<file path="src/rtl/trig_ctrl.sv">
// trig_ctrl: scope edge trigger with hysteresis arming and fixed-length capture sequencer.
// Optional macro TRIG_AUTO_EN adds an auto-trigger timeout counted in accepted samples.
module trig_ctrl #(
  parameter int DEPTH_LOG2 = 12,
  parameter int HYST = 4,
  parameter int AUTO_TIMEOUT = 65535
) (
  input  logic       osc_clk,
  input  logic       reset,
  input  logic       sample_valid,
  input  logic [7:0] sample_data,
  input  logic [7:0] trig_level,
  input  logic       trig_slope,
  input  logic       rearm,
  output logic       out_valid,
  output logic [7:0] out_data,
  output logic       armed,
  output logic       capture_done,
  output logic       auto_trig
);
  typedef enum logic [1:0] {ARM, WAIT, CAPTURE, DONE} state_t;
  localparam logic [DEPTH_LOG2:0] FULL = (DEPTH_LOG2 + 1)'(1) << DEPTH_LOG2;
  state_t state, state_nxt;
  logic [7:0] lvl, lo, hi;
  logic [8:0] hi_w;
  logic slope, arm_hit, trig_hit, auto_hit, fwd;
  logic [DEPTH_LOG2:0] cnt;
  // Arming thresholds saturate at the code range ends.
  assign hi_w = {1'b0, lvl} + 9'(HYST);
  assign hi = hi_w[8] ? 8'hff : hi_w[7:0];
  assign lo = ({1'b0, lvl} < 9'(HYST)) ? 8'd0 : lvl - 8'(HYST);
  assign arm_hit = slope ? sample_data >= hi : sample_data <= lo;
  assign trig_hit = slope ? sample_data <= lvl : sample_data >= lvl;
  assign armed = state == ARM || state == WAIT;
  assign capture_done = state == DONE;
`ifdef TRIG_AUTO_EN
  localparam int TW = $clog2(AUTO_TIMEOUT + 1);
  logic [TW-1:0] tcnt;
  assign auto_hit = (tcnt + 1'b1) == TW'(AUTO_TIMEOUT);
  always_ff @(posedge osc_clk) begin
    if (reset || rearm) begin
      tcnt <= '0;
      auto_trig <= 1'b0;
    end else begin
      if (sample_valid && armed) tcnt <= tcnt + 1'b1;
      if (fwd && armed && !(state == WAIT && trig_hit)) auto_trig <= 1'b1;
    end
  end
`else
  assign auto_hit = 1'b0;
  assign auto_trig = 1'b0;
`endif
  // A sample in ARM can only arm; the trigger is checked from WAIT onwards.
  always_comb begin
    fwd = !rearm && sample_valid && (state == CAPTURE || (armed && auto_hit) || (state == WAIT && trig_hit));
    state_nxt = rearm ? ARM
              : fwd ? ((cnt + 1'b1) == FULL ? DONE : CAPTURE)
              : (sample_valid && state == ARM && arm_hit) ? WAIT : state;
  end
  always_ff @(posedge osc_clk) begin
    if (reset) begin
      state <= ARM;
      cnt <= '0;
      out_valid <= 1'b0;
      out_data <= 8'd0;
      lvl <= trig_level;
      slope <= trig_slope;
    end else begin
      state <= state_nxt;
      out_valid <= fwd;
      if (fwd) out_data <= sample_data;
      if (rearm) begin
        cnt <= '0;
        lvl <= trig_level;
        slope <= trig_slope;
      end else if (fwd) cnt <= cnt + 1'b1;
    end
  end
endmodule

</file>
<file path="config.mk">
export PLATFORM = sky130hd
export DESIGN_NAME = trig_ctrl
export DESIGN_NICKNAME = d
export VERILOG_FILES = /design/src/rtl/trig_ctrl.sv
export SDC_FILE = /design/constraint.sdc
export NUM_CORES = 1
export LEC_CHECK = 0
export CORE_MARGIN = 3
export CORE_UTILIZATION = 59
export DETAILED_ROUTE_END_ITERATION = 16
export GPL_TIMING_DRIVEN = 1
export PLACE_DENSITY = 0.85
export SLEW_MARGIN = 10
export SYNTH_ARGS = -nofsm -noshare
export SYNTH_HDL_FRONTEND = slang
export SYNTH_SLANG_ARGS = --single-unit
</file>
<file path="constraint.sdc">
create_clock -name osc_clk -period 6.3 [get_ports osc_clk]
set_input_delay 1.26 -clock osc_clk [delete_from_list [all_inputs] [get_ports osc_clk]]
set_output_delay 1.26 -clock osc_clk [all_outputs]
set_load 0.01 [all_outputs]
</file>
==> run summary <==
status: complete, no violations
Die W: 68.67 um
crit path launch type: primary input
row cnt: 22
gr ovfl total: 0
# DRC: 0
CP max stage delay: 0.88 ns
#FFs+latches synth: 33
# resized after CTS: 0
Worst R2R End: state[0]$_SDFFE_PP0P_
r2r setup slk: 3.55 ns
Cells after Synth: 272
Antenna Cells: 0
Slowest-stage cell, CP: mux2i_1
Fillers: 292
Root Buffer: clkbuf_8
largest net degree at the start of global routing: 31
Clock Tree Buf Depth: 2
max cap viols: 0
IO buf count: 31
final hold vios: 0
Slew @ Worst Pin: 1.024 ns
DIE HEIGHT: 68.67 um
synthesized area: 2317 um2
# setup viols final: 0
Leak Pwr: 1.019 nW
Tcrit/Tclk final: 59.58%
Area growth, synth to finish: 15.44%
metal3 WL: 377 um
crit path from: sample_data[1]
dpl hpwl: 3881 um
fmax: 266.4 MHz
die footprint: 4716 um2
Crit Reg-Reg Startpoint: lvl[2]$_DFFE_PP_
Crit Path Category: primary input to register
drt pass-1 iters: 4
CTS tree: done
CP endpoint: cnt[7]$_SDFFE_PP0P_
clock-pin slew on the worst setup and hold paths: 0.06 ns
DRT iter0 DRCs: 193
worst vdd ir: 0.1544 mV
CP arrival: 3.92 ns
Avg Cell Area, Syn: 8.519 um2
Post-CTS Setup Bufs: 0
vias in the first global route: 1883
Yosys cell types: 44
first-pass GRT wire length: 8314 um
via count: 2109
total nets after synthesis: 320
average routed wire per standard cell: 15.51 um
PwrDens: 185.0 nW/um2
area leader, netlist: dfxtp_1
Fin Hold WS: 0.4738 ns
top sig layer: met4
post-synthesis sequential area ratio: 32.40%
worst hold path type: register to register
Placer Congestion: 0.9686
Post-CTS Hold Buffers: 0
DP Cell Count: 334
met2 routed WL: 2471 um
Rel. slew slack: 29.80%
Power Total: 0.4948 mW
Overall Global Routing Usage: 23.36%
Num Clock Sinks: 33
final non-filler cell total: 342
CTS buffer count: 5
io pins: 33
Ys Warns: 0
met1 wire length: 2385 um
area share of the largest cell type after synthesis: 20.73%
later-pin clock latency in the skew report: 0.27 ns
Layout Skew: 0.005101 ns
layout cell share with drive strength beyond 1: 3.741%
Slew Viols, Final: 0
reg2reg path depth: 11
H-tree depth: 2
TNS Setup: 0 ns
core box area: 3716 um2
top post-synthesis cells by area: dfxtp_1 (21%), ha_1 (15%), edfxtp_1 (12%)
crit-path max FO: 12
crit path cell chain: clkdlybuf4s50_1 -> ha_1 -> nor2b_1 -> o211ai_2 -> a21oi_1 -> mux2i_1 -> a31oi_1 -> a31o_2
Initial Util: 62.36%
DRT Wirelength: 5304 um
RSZ-0062 raised after global routing: no
Antenna Violating Nets Remaining: 0
Via density: 6.167
initial antenna violation count: 0
NumNets Final: 341
Critical Path RT: 6.47 ns
CP Capture Type: register
final worst path period need: 3.754 ns
==> state kept, by name, indices dropped and copies added, names as in the netlist <==
signal,flops
state,2
lvl,8
out_data,8
slope,1
out_valid,1
cnt,13
==> metal layers <==
layer  track usage, %  up-vias
li1                 -     1052
met1            30.76      967
met2            37.90       84
met3            5.186        6
met4            7.196        0
met5                0        -
==> cell type report <==
class                      count  area, um2  share of cell area (%)
timing repair buffer          31      310.3                   11.60
inverter                      12      45.04                   1.684
tap                           48      60.06                   2.245
clock buffer                   7      76.32                   2.853
multi-input combinational    210       1429                   53.41
sequential                    33      750.7                   28.06
clock inverter                 1      3.754                  0.1403
==> through the flow <==
step	util [%]	area, um2	setup WS (ns)
global route	71.99	2675	2.435
finish	71.99	2675	2.546
floorplan	-	2317	3.153
CTS	71.99	2675	2.600
detailed placement	69.83	2595	2.375
global placement	69.83	2595	2.345
==> kinds of logic after synthesis <==
group / after synthesis / share of synthesized area [%]
AO/OA/AOI/OAI: 71 / 18.79
buffers and inverters: 29 / 5.939
AND/OR/NAND/NOR: 95 / 21.71
multiplexers: 6 / 2.646
XOR/XNOR: 10 / 3.780
adder cells (fa/ha/maj): 27 / 14.58
flip-flops: 33 / 32.40
other: 1 / 0.1618
==> critical path: cells and delay by family <==
kind                       cells  cell delay, ns
adders and majority gates      1            0.34
buffers and inverters          1            0.49
muxes                          1            0.88
and+or+nand+nor                1            0.16
AOI/OAI and AO/OA              4            0.80
==> worst min path at each step <==
stage,from,end,slack (ns),cells past startpoint
after detailed placement,out_data[4]$_SDFFE_PP0P_,out_data[4]$_SDFFE_PP0P_,0.47,2
after floorplan,cnt[12]$_SDFFE_PP0P_,cnt[12]$_SDFFE_PP0P_,0.46,2
after global placement,out_data[1]$_SDFFE_PP0P_,out_data[1]$_SDFFE_PP0P_,0.46,2
after CTS,out_data[4]$_SDFFE_PP0P_,out_data[4]$_SDFFE_PP0P_,0.48,2
final,out_data[4]$_SDFFE_PP0P_,out_data[4]$_SDFFE_PP0P_,0.47,2
after global routing,out_data[4]$_SDFFE_PP0P_,out_data[4]$_SDFFE_PP0P_,0.49,2
==> synthesized netlist by cell type (all sizes together) <==
cell type	number
a21oi	31
ha	27
dfxtp	24
nand3	23
nand2	14
nor2	13
o21ai	13
inv	12
clkbuf	11
nand4	10
edfxtp	9
o31ai	8
or4	8
nor3	7
xnor2	7
buf	6
mux2i	5
and2	4
a21o	3
a31oi	3
nand2b	3
o211ai	3
or3	3
xor2	3
a2111oi	2
a31o	2
and3	2
nor2b	2
nor4	2
or2	2
a211o	1
and4	1
conb	1
mux2	1
nor3b	1
o2111ai	1
o21a	1
o311ai	1
o31a	1
o41ai	1
==> report_power, final <==
part / internal [mW] / switching [mW] / leakage [nW]
logic: 0.0490 / 0.0673 / 0.694
registers: 0.225 / 0.00705 / 0.285
clock network: 0.0768 / 0.0693 / 0.0399
==> cell usage in the layout, fill, tap and decap left out, types with 2 or more instances in the layout <==
cell type	synthesis	final
o31ai_1	8	8
o211ai_1	2	2
nor3_1	7	7
a2111oi_0	2	2
edfxtp_1	9	9
clkbuf_1	11	2
nor4_1	2	2
or3_1	3	3
mux2i_1	5	5
nand2b_1	3	3
nand4_1	10	10
ha_1	27	27
or4_1	8	8
o21ai_0	12	12
xor2_1	3	3
a31o_2	2	2
dfxtp_1	24	24
xnor2_1	7	7
and2_1	4	4
a21o_1	3	3
and3_1	2	2
or2_2	2	2
clkdlybuf4s50_1	0	31
clkbuf_8	0	5
a31oi_1	3	3
a21oi_1	31	31
nand2_1	14	14
inv_1	12	12
nor2_1	13	13
nor2b_1	2	2
nand3_1	23	23
No activity file was read; power rests on OpenSTA's default activity.
